[config.mk]
export PLATFORM = sky130hd
export DESIGN_NAME = pulse_shaper_mc
export DESIGN_NICKNAME = d
export VERILOG_FILES = /design/src/rtl/pulse_shaper_mc.sv
export SDC_FILE = /design/constraint.sdc
export NUM_CORES = 1
export LEC_CHECK = 0
export CORE_ASPECT_RATIO = 1.25
export CORE_MARGIN = 5
export CORE_UTILIZATION = 51
export CTS_CLUSTER_SIZE = 25
export DETAILED_ROUTE_END_ITERATION = 12
export PLACE_DENSITY = 0.72
export SYNTH_ARGS = -nofsm -noshare
export SYNTH_HDL_FRONTEND = slang
export SYNTH_SLANG_ARGS = --single-unit
[constraint.sdc]
create_clock -name clk -period 12.4 [get_ports clk]
set_input_delay 1.86 -clock clk [delete_from_list [all_inputs] [get_ports clk]]
set_output_delay 1.86 -clock clk [all_outputs]
set_load 0.02 [all_outputs]
[src/rtl/pulse_shaper_mc.sv]
// Multi-channel trigger pulse shaper: each channel turns a rising edge into a
// registered pulse of programmable width after a programmable delay.
module pulse_shaper_mc #(
  parameter int unsigned NUM_CH = 4,
  parameter int unsigned CNT_W  = 16
) (
  input  logic                    clk,
  input  logic                    rst,
  input  logic [NUM_CH-1:0]       ch_en,
  input  logic [NUM_CH-1:0]       retrig_mode,
  input  logic [NUM_CH*CNT_W-1:0] delay_cycles,
  input  logic [NUM_CH*CNT_W-1:0] width_cycles,
  input  logic [NUM_CH-1:0]       pulse_in,
  input  logic [NUM_CH-1:0]       drop_clr,
  output logic [NUM_CH-1:0]       pulse_out,
  output logic [NUM_CH-1:0]       busy,
  output logic [NUM_CH-1:0]       drop_flag
);

  typedef enum logic [1:0] {
    IDLE   = 2'd0,
    DELAY  = 2'd1,
    ACTIVE = 2'd2
  } state_t;

  state_t           state [NUM_CH];
  logic [CNT_W-1:0] cnt   [NUM_CH];
  logic [CNT_W-1:0] wlat  [NUM_CH];
  logic [CNT_W-1:0] d_ch  [NUM_CH];
  logic [CNT_W-1:0] w_ch  [NUM_CH];

  logic [NUM_CH-1:0] in_d1;
  logic [NUM_CH-1:0] trig;
  logic [NUM_CH-1:0] last;
  logic [NUM_CH-1:0] accept;
  logic [NUM_CH-1:0] drop_set;

  // A trigger in the final ACTIVE cycle is accepted regardless of mode so
  // that D=0 retriggers chain into a gap-free pulse.
  always_comb begin
    trig     = pulse_in & ~in_d1 & ch_en;
    last     = '0;
    accept   = '0;
    drop_set = '0;
    for (int unsigned i = 0; i < NUM_CH; i++) begin
      d_ch[i]     = delay_cycles[i*CNT_W +: CNT_W];
      w_ch[i]     = width_cycles[i*CNT_W +: CNT_W];
      last[i]     = (state[i] == ACTIVE) && (cnt[i] == '0);
      accept[i]   = trig[i] && ((state[i] == IDLE) || retrig_mode[i] || last[i]);
      drop_set[i] = trig[i] && !accept[i];
    end
  end

  always_ff @(posedge clk or posedge rst) begin
    if (rst) begin
      in_d1     <= '0;
      pulse_out <= '0;
      busy      <= '0;
      drop_flag <= '0;
      for (int unsigned i = 0; i < NUM_CH; i++) begin
        state[i] <= IDLE;
        cnt[i]   <= '0;
        wlat[i]  <= '0;
      end
    end else begin
      in_d1 <= pulse_in;
      for (int unsigned i = 0; i < NUM_CH; i++) begin
        drop_flag[i] <= drop_set[i] | (drop_flag[i] & ~drop_clr[i]);
        if (!ch_en[i]) begin
          state[i]     <= IDLE;
          cnt[i]       <= '0;
          pulse_out[i] <= 1'b0;
          busy[i]      <= 1'b0;
        end else if (accept[i]) begin
          wlat[i] <= w_ch[i];
          if (w_ch[i] == '0) begin
            state[i]     <= IDLE;
            cnt[i]       <= '0;
            pulse_out[i] <= 1'b0;
            busy[i]      <= 1'b0;
          end else if (d_ch[i] == '0) begin
            state[i]     <= ACTIVE;
            cnt[i]       <= w_ch[i] - CNT_W'(1);
            pulse_out[i] <= 1'b1;
            busy[i]      <= 1'b1;
          end else begin
            state[i]     <= DELAY;
            cnt[i]       <= d_ch[i] - CNT_W'(1);
            pulse_out[i] <= 1'b0;
            busy[i]      <= 1'b1;
          end
        end else begin
          unique case (state[i])
            DELAY: begin
              if (cnt[i] == '0) begin
                state[i]     <= ACTIVE;
                cnt[i]       <= wlat[i] - CNT_W'(1);
                pulse_out[i] <= 1'b1;
              end else begin
                cnt[i] <= cnt[i] - CNT_W'(1);
              end
            end
            ACTIVE: begin
              if (cnt[i] == '0) begin
                state[i]     <= IDLE;
                pulse_out[i] <= 1'b0;
                busy[i]      <= 1'b0;
              end else begin
                cnt[i] <= cnt[i] - CNT_W'(1);
              end
            end
            default: begin
              state[i] <= IDLE;
            end
          endcase
        end
      end
    end
  end

endmodule

==> impl_metrics.json, run 1 <==
{
  "status": "complete, no violations",
  "fin_ws_ns": 7.03,
  "grt_pass1_wl_um": 59600,
  "grt_overflow": 0,
  "die_w_um": 147,
  "max_freq_mhz": 186,
  "ff2ff_path_depth": 8,
  "path_clk_slew_ns": 0.07,
  "dr.first_iter.drc_count": 1003,
  "dieHeight_um": 181,
  "design_area_mm2": 0.0143,
  "dpl.cell_count": 1949,
  "dr_wl_met3_um": 1730,
  "required_ns": 12.73,
  "cp.arrival_ns": 5.70,
  "p_leak_nw": 5.63,
  "endpoint_kind": "flop",
  "synth_top_area_cell": "dfrtp_1",
  "start_util_pct": 51.8,
  "ctsHtreeMaxLevel": 4,
  "post_cts_buffers": 0,
  "irDropWorstVdd_mv": 0.0855,
  "nFillCells": 2124,
  "antenna_found_initial": 0,
  "finalSetupTns_ns": 0,
  "wl_per_cell_um": 18.4,
  "syn-instance-count": 1559,
  "synth_warnings": 0,
  "rows": 62,
  "start_kind": "input port",
  "fin_crit_sh_pct": 43.3,
  "dieArea_mm2": 0.0266,
  "gp_congestion": 0.944,
  "crit_end": "cnt[44]",
  "synth_commonest_cells": "289 x nand2_1, 152 x dfrtp_1, 130 x nor2_1",
  "routed.top_layer": "met4",
  "power_density_mw_per_mm2": 127,
  "yosysMostFrequentCell": "nand2_1",
  "drtAntennaViolNets": 0,
  "finalNonFillerCells": 1981,
  "area_growth_syn_to_layout_pct": 19.5,
  "antenna_cells": 0,
  "regToRegStartpoint": "cnt[54]",
  "worstReg2RegEnd": "cnt[52]",
  "synth_ff_type": "dfrtp_1",
  "hold_viol": 0,
  "io_buffers": 157,
  "async_flop_share_pct": 100,
  "rsz0062_at_grt": "false",
  "grt_use_total_pct": 26.8,
  "holdWs_ns": 0.496,
  "ioPinCount": 158,
  "drcViolationCount": 0,
  "fin_nets": 1851,
  "cp_max_fo": 5,
  "syn_nets": 1730,
  "drv_slew": 0,
  "dp_hpwl_um": 27400,
  "cts-root-buf": "clkbuf_16",
  "numCtsBuffers": 17,
  "cts_buffer_depth": 2,
  "synth-seq-area-share_pct": 31.9,
  "drive_above_1_share_pct": 5.38,
  "worst_pin_slew_ns": 1.13,
  "synth_edf_count": 0,
  "synth_area_leaders": "dfrtp_1 32%, nand2_1 9.1%, a21oi_1 4.7%",
  "yosysTopAreaCellShare_pct": 31.9,
  "hp-start": "wlat[15]",
  "grt_max_degree": 78,
  "yosys.cell_types.count": 84,
  "avgSynthCellArea_um2": 7.65,
  "wl_um": 36500,
  "dpl_cell_area_mm2": 0.0137,
  "rrSetupSlack_ns": 8.87,
  "core_mm2": 0.0230,
  "cts_tree": "done",
  "timing.hold.worst.class": "flop to flop",
  "netlist_area_mm2": 0.0119,
  "vias_per_cell": 6.21,
  "skew_ns": 0.0182,
  "setup_viol": 0,
  "wl_met1_um": 15700,
  "drt_first_pass_iters": 6,
  "clock_sinks": 152,
  "grt_pass1_vias": 11740,
  "crit_start": "delay_cycles[27]",
  "maxCapViolCount": 0,
  "min_path_cells": 2,
  "clk_latency_ns": 0.45,
  "vias": 12311,
  "path_class": "input port to flop",
  "slew_headroom_pct": 24.1,
  "min_period_ns": 5.37,
  "dp_slack_ns": 6.66,
  "cts_hold_buf": 0,
  "cts_resized": 0,
  "ys_ff_latch": 152,
  "route.met2.wl_um": 17900
}
[final cells by class]
type	count	area, um^2	share of cell area, %
multi-input cells	1298	7700	54.0
clock inverters	14	128	0.895
clock buffers	18	439	3.08
inverters	42	163	1.14
repair buffers	169	1660	11.7
flip-flops and latches	152	3800	26.7
well taps	288	360	2.53
[cell usage in the layout (no fill, tap or decap), types with 38 or more instances in the layout]
cell type	instances
nand3_1	38
nor4_1	45
dfrtp_1	152
a21oi_1	111
xor2_1	43
inv_1	41
nor3_1	75
nand2_1	289
o21ai_0	92
nor2_1	130
xnor2_1	62
clkdlybuf4s50_1	157
[worst max-delay path, stage by stage]
cell and delay (ns):
clkdlybuf4s50_1 0.57, or4_1 0.25, or3_1 0.19, nor3_2 0.07, a21oi_1 0.20, ha_1 0.21
nor3b_1 0.31, nand2b_1 0.15, a2111oi_0 0.73, o21ai_0 0.45, nor4_2 0.36, o311ai_1 0.13
a31o_1 0.21
[layer usage]
metal	up-vias	GRT usage, %
met5	-	0
met3	91	3.48
met1	5819	35.1
met2	436	45.0
li1	5965	-
met4	0	10.5
[state kept, by name, summed over array words and instances (netlist names)]
signal and flops:
state 8, drop_flag 4, in_d1 4, cnt 64, pulse_out 4, wlat 64, busy 4
[cell families (layout without fill, tap and decap cells)]
group / Yosys count / after routing / share of synthesized area [%]
flip-flops: 152 / 152 / 31.9
AND/OR/NAND/NOR: 752 / 752 / 31.2
multiplexers: 9 / 9 / 0.787
buffers and inverters: 109 / 243 / 3.63
adder cells (fa/ha/maj): 25 / 25 / 2.62
AO/OA/AOI/OAI: 407 / 407 / 22.1
XOR/XNOR: 105 / 105 / 7.71
[stage by stage]
| stage | util [%] | power, W |
|---|---|---|
| floorplan | - | 0.00109 |
| global placement | 59.4 | 0.00128 |
| detailed placement | 59.4 | 0.00129 |
| CTS | 61.9 | 0.00180 |
| global route | 61.9 | 0.00191 |
| finish | 61.9 | 0.00180 |
[where the power goes]
group,internal [W],switching (W)
Clock,0.000270,0.000238
Sequential,0.000571,0.0000889
Combinational,0.000269,0.000367
Total,0.00111,0.000693
[how the worst min path moves through the flow]
stage	end	slack [ns]
3_3_place_gp	wlat[15]	0.48
3_5_place_dp	wlat[15]	0.48
6_report	wlat[15]	0.50
5_1_grt	wlat[15]	0.52
2_1_floorplan	wlat[15]	0.46
4_1_cts	wlat[15]	0.50
(Power assumes the default switching activity.)
==> inputs of run 2 (changes only) <==
clock period = 5.6 ns   (was 12.4 ns; I/O delays follow)
==> run 2 against run 1 <==
Power up 120%. Critical path depth is the same. Clock power is 120% higher. Clock-buffer cell count is the same. Critical endpoint is now cnt[30].
==> impl_metrics.json, run 2 (synthesis gave the netlist of run 1 again) <==
{
  "status": "complete, no violations",
  "required_ns": 5.92,
  "max_stage_delay_ns": 0.61,
  "drtAntennaViolNets": 0,
  "use_met3_pct": 3.81,
  "grt_use_total_pct": 26.7,
  "drcViolationCount": 0,
  "p_leak_nw": 5.62,
  "dp_hpwl_um": 27300,
  "grt_pass1_vias": 12051,
  "start_kind": "input port",
  "cts_buffer_depth": 2,
  "rows": 62,
  "cpMostUsedCell": "nand2_1",
  "antenna_cells": 0,
  "grt_overflow": 0,
  "area_growth_syn_to_layout_pct": 19.6,
  "grt_pass1_wl_um": 59400,
  "clock_sinks": 152,
  "wl_per_cell_um": 18.1,
  "fin_nets": 1854,
  "reg_top3": "cnt: 64 flops, wlat: 64 flops, state: 8 flops",
  "endpoint_kind": "flop",
  "ioPinCount": 158,
  "min_period_ns": 4.30,
  "regToRegStartpoint": "cnt[54]",
  "worstReg2RegEnd": "cnt[52]",
  "wl_um": 35900,
  "timing.hold.worst.class": "flop to flop",
  "dr.first_iter.drc_count": 1155,
  "post_cts_buffers": 0,
  "dieArea_mm2": 0.0266,
  "grt_use_met2_pct": 44.5,
  "irDropWorstVdd_mv": 0.211,
  "cts_resized": 0,
  "total_power_w": 0.00397,
  "path_clk_slew_ns": 0.07,
  "drt_first_pass_iters": 6,
  "cts-root-buf": "clkbuf_16",
  "die_w_um": 147,
  "worst_pin_slew_ns": 1.04,
  "hold_viol": 0,
  "power_density_mw_per_mm2": 279,
  "cts_tree": "done",
  "cts_hold_buf": 0,
  "ff2ff_path_depth": 8,
  "ctsHtreeMaxLevel": 4,
  "slew_headroom_pct": 30.6,
  "path_class": "input port to flop",
  "maxCapViolCount": 0,
  "final_cell_mix": "289 x nand2_1, 157 x clkdlybuf4s50_1, 152 x dfrtp_1",
  "setup_viol": 0,
  "cp_max_fo": 22,
  "core_mm2": 0.0230,
  "numCtsBuffers": 17,
  "rsz0062_at_grt": "false",
  "gr-max-usage-layer": "met2",
  "crit_end": "cnt[30]",
  "finalSetupTns_ns": 0,
  "fin_ws_ns": 1.30,
  "critPathSlowestCell": "clkdlybuf4s50_1",
  "drv_slew": 0,
  "vias": 12422,
  "clk_latency_ns": 0.44,
  "skew_ns": 0.0109,
  "antenna_found_initial": 0,
  "rrSetupSlack_ns": 2.37,
  "gp_congestion": 1.01,
  "grt_max_degree": 99,
  "cp.arrival_ns": 4.62,
  "dp_slack_ns": 0.882,
  "dieHeight_um": 181,
  "holdWs_ns": 0.500,
  "grt_use_met1_pct": 34.7,
  "max_freq_mhz": 233,
  "cp_cell_sequence": "clkdlybuf4s50_1 > or4_1 > nor4_2 > and2_1 > a21oi_1 > ha_1 > nor3b_1 > nand2_1 > or3_1 > nor4_1 > nand2_1 > xor2_1 > a221o_1",
  "crit_start": "delay_cycles[41]",
  "vias_per_cell": 6.26,
  "drive_above_1_share_pct": 5.54,
  "fin_crit_sh_pct": 76.8,
  "final_common_cell": "nand2_1",
  "start_util_pct": 51.8,
  "io_buffers": 157
}
## run 2: cell count changes in the layout (fill, tap and decap cells not counted)
cell	change
inv_8	-3
clkinvlp_4	+4
buf_4	+3
clkinv_4	-1
## run 2: worst max-delay path, delay by kind of cell
family	cells	cell delay [ns]
compound gates	2	0.60
xor+xnor	1	0.19
fa+ha+maj	1	0.21
buf+inv	1	0.61
simple gates	8	2.18
## run 2: worst min path at each step
stage,startpoint,to,slack (ns),depth (start not counted)
CTS,busy[1],busy[1],0.51,2
detailed placement,busy[1],busy[1],0.49,2
finish,busy[1],busy[1],0.50,2
floorplan,wlat[15],wlat[15],0.46,2
global route,wlat[47],wlat[47],0.53,2
global placement,wlat[5],wlat[5],0.48,2
## run 2: area by class of cell
cell class / count / area [um^2]
repair buffers: 172 / 1680
multi-input cells: 1298 / 7700
flip-flops and latches: 152 / 3800
clock inverters: 14 / 115
clock buffers: 18 / 439
inverters: 42 / 163
fillers: 2113 / 8780
well taps: 288 / 360
## run 2: metrics by stage
step,area [um^2],std cells,utilization (%)
floorplan,11900,1559,-
global placement,13700,1952,59.5
detailed placement,13700,1952,59.5
CTS,14300,1984,61.9
global route,14300,1984,61.9
finish,14300,1984,61.9
## run 2: power by group
| group | total (W) | switching [W] | leakage, nW | internal, W |
|---|---|---|---|---|
| clock | 0.00110 | 0.000515 | 0.246 | 0.000586 |
| sequential | 0.00147 | 0.000201 | 1.97 | 0.00127 |
| combinational | 0.00141 | 0.000806 | 3.40 | 0.000601 |
## run 2: layer usage
layer	share of wire (%)	wire [um]
met5	0	0
met2	48	17200
met3	6.2	2240
met4	3.6	1300
met1	42	15100
==> inputs of run 3 (changes only) <==
PLACE_DENSITY = 0.75   (was 0.72)
clock period = 3.8 ns   (was 5.6 ns; I/O delays follow)
==> run 3 against run 2 <==
Sequential cell count did not move. Critical path type unchanged. Sequential share of layout area fell by 1.2 points. Clock power increased by 61%. Worst setup slack worse by 1.0 ns. Power is 53% higher. Global-route usage up 1.1 points. Combinational power rose by 51%. Largest power group unchanged. Die area stayed put. Cell count grew 3.9%. Via count rose by 1.2%. Hold slack lost 0.0050 ns. First-iteration DRC count up 1.9%. Largest cell class unchanged.
==> impl_metrics.json, run 3 (synthesis gave the netlist of run 1 again) <==
{
  "status": "complete, no violations",
  "grt_pass1_vias": 12356,
  "fin_crit_sh_pct": 92.3,
  "finalNonFillerCells": 2062,
  "start_util_pct": 51.8,
  "power_density_mw_per_mm2": 406,
  "wl_um": 37200,
  "finalSetupTns_ns": 0,
  "cts_tree": "done",
  "dp_hpwl_um": 28900,
  "nFillCells": 2037,
  "path_class": "input port to flop",
  "fin_nets": 1933,
  "vias_per_cell": 6.10,
  "cp_max_fo": 4,
  "grt_pass1_wl_um": 61900,
  "numCtsBuffers": 17,
  "skew_ns": 0.0113,
  "reg_top3": "cnt: 64 flops, wlat: 64 flops, state: 8 flops",
  "path_clk_slew_ns": 0.06,
  "start_kind": "input port",
  "antenna_cells": 0,
  "irDropWorstVdd_mv": 0.331,
  "post_cts_buffers": 0,
  "dpl_cell_area_mm2": 0.0143,
  "timing.hold.worst.class": "flop to flop",
  "dpl.cell_count": 2031,
  "cts-root-buf": "clkbuf_16",
  "gp_congestion": 0.969,
  "dieArea_mm2": 0.0266,
  "drv_slew": 0,
  "rsz0062_at_grt": "false",
  "grt_use_total_pct": 27.7,
  "drcViolationCount": 0,
  "drtAntennaViolNets": 0,
  "dr.first_iter.drc_count": 1177,
  "cts_buffer_depth": 2,
  "dieHeight_um": 181,
  "drt_first_pass_iters": 6,
  "grt_max_degree": 50,
  "required_ns": 4.11,
  "design_area_mm2": 0.0149,
  "vias": 12570,
  "clock_sinks": 152,
  "ioPinCount": 158,
  "ctsHtreeMaxLevel": 4,
  "final_common_cell": "nand2_1",
  "cp.arrival_ns": 3.82,
  "core_mm2": 0.0230,
  "drive_above_1_share_pct": 9.64,
  "die_w_um": 147,
  "rows": 62,
  "antenna_found_initial": 0,
  "maxCapViolCount": 0,
  "worst_pin_slew_ns": 0.965,
  "p_leak_nw": 6.06,
  "grt_overflow": 0,
  "cts_hold_buf": 0,
  "wl_per_cell_um": 18.0,
  "max_freq_mhz": 285,
  "min_period_ns": 3.51,
  "clk_latency_ns": 0.43,
  "setup_viol": 0,
  "area_growth_syn_to_layout_pct": 25.3,
  "hold_viol": 0,
  "io_buffers": 157,
  "endpoint_kind": "flop",
  "final_cell_mix": "289 x nand2_1, 157 x clkdlybuf4s50_1, 152 x dfrtp_1",
  "slew_headroom_pct": 35.1
}
[run 3: changes by cell type in the layout (fill, tap and decap cells not counted), sizes merged]
cell      delta
buf         +79
bufinv       +4
clkinv       +5
clkinvlp     -4
inv          -6
[run 3: cell type report]
| cell class | count | area (um^2) | share of cell area (%) |
|---|---|---|---|
| multi-input cells | 1298 | 7700 | 51.5 |
| flip-flops and latches | 152 | 3800 | 25.4 |
| repair buffers | 251 | 2310 | 15.5 |
| clock buffers | 18 | 429 | 2.87 |
| well taps | 288 | 360 | 2.41 |
| clock inverters | 13 | 180 | 1.21 |
| inverters | 42 | 161 | 1.08 |
[run 3: path summary, 6_finish.rpt]
kind,start,depth (start not counted),slack [ns],to
setup / recovery,delay_cycles[34],14,0.29,cnt[30]
setup reg to reg,cnt[0],9,0.79,cnt[9]
hold / removal,wlat[15],2,0.49,wlat[15]
hold reg to reg,wlat[15],2,0.49,wlat[15]
max in group asynchronous,rst,3,2.29,state[6]
min in group asynchronous,rst,2,0.70,drop_flag[3]
[run 3: worst max-delay path, stage by stage]
cell,delay (ns)
clkdlybuf4s50_1,0.53
or4_1,0.18
nor4_2,0.07
and2_1,0.20
a21oi_1,0.22
ha_1,0.21
nor3b_1,0.29
nand2_1,0.11
or3_1,0.39
nor4_1,0.35
buf_4,0.20
nand2_1,0.06
xor2_1,0.16
a221o_1,0.29
[run 3: power breakdown]
group | internal [W] | switching (W)
registers | 0.00187 | 0.000295
clock network | 0.00109 | 0.000680
logic | 0.000929 | 0.00120
[run 3: routing by layer]
layer / routed length, um / GRT usage (%) / vias up / part of all wire, %
li1: - / - / 6116 / -
met1: 15900 / 36.7 / 5923 / 43
met2: 18200 / 46.4 / 455 / 49
met3: 2230 / 4.51 / 76 / 6.0
met4: 826 / 8.89 / 0 / 2.2
met5: 0 / 0 / - / 0
[run 3: repair_timing]
item	4_1_cts	5_1_grt
hold endpoints to repair	0	0
resized for setup	0	1
setup endpoints to repair	0	2
[run 3: through the flow]
stage                     utilization (%)  hold slack (ns)  setup slack [ns]  power (W)
after floorplan                         -            0.460             0.122    0.00357
after global placement               62.2            0.482            0.0251    0.00423
after detailed placement             62.2            0.484           -0.0927    0.00427
after CTS                            64.9            0.498             0.305    0.00606
after global routing                 64.9            0.520             0.108    0.00643
final                                64.9            0.495             0.292    0.00606
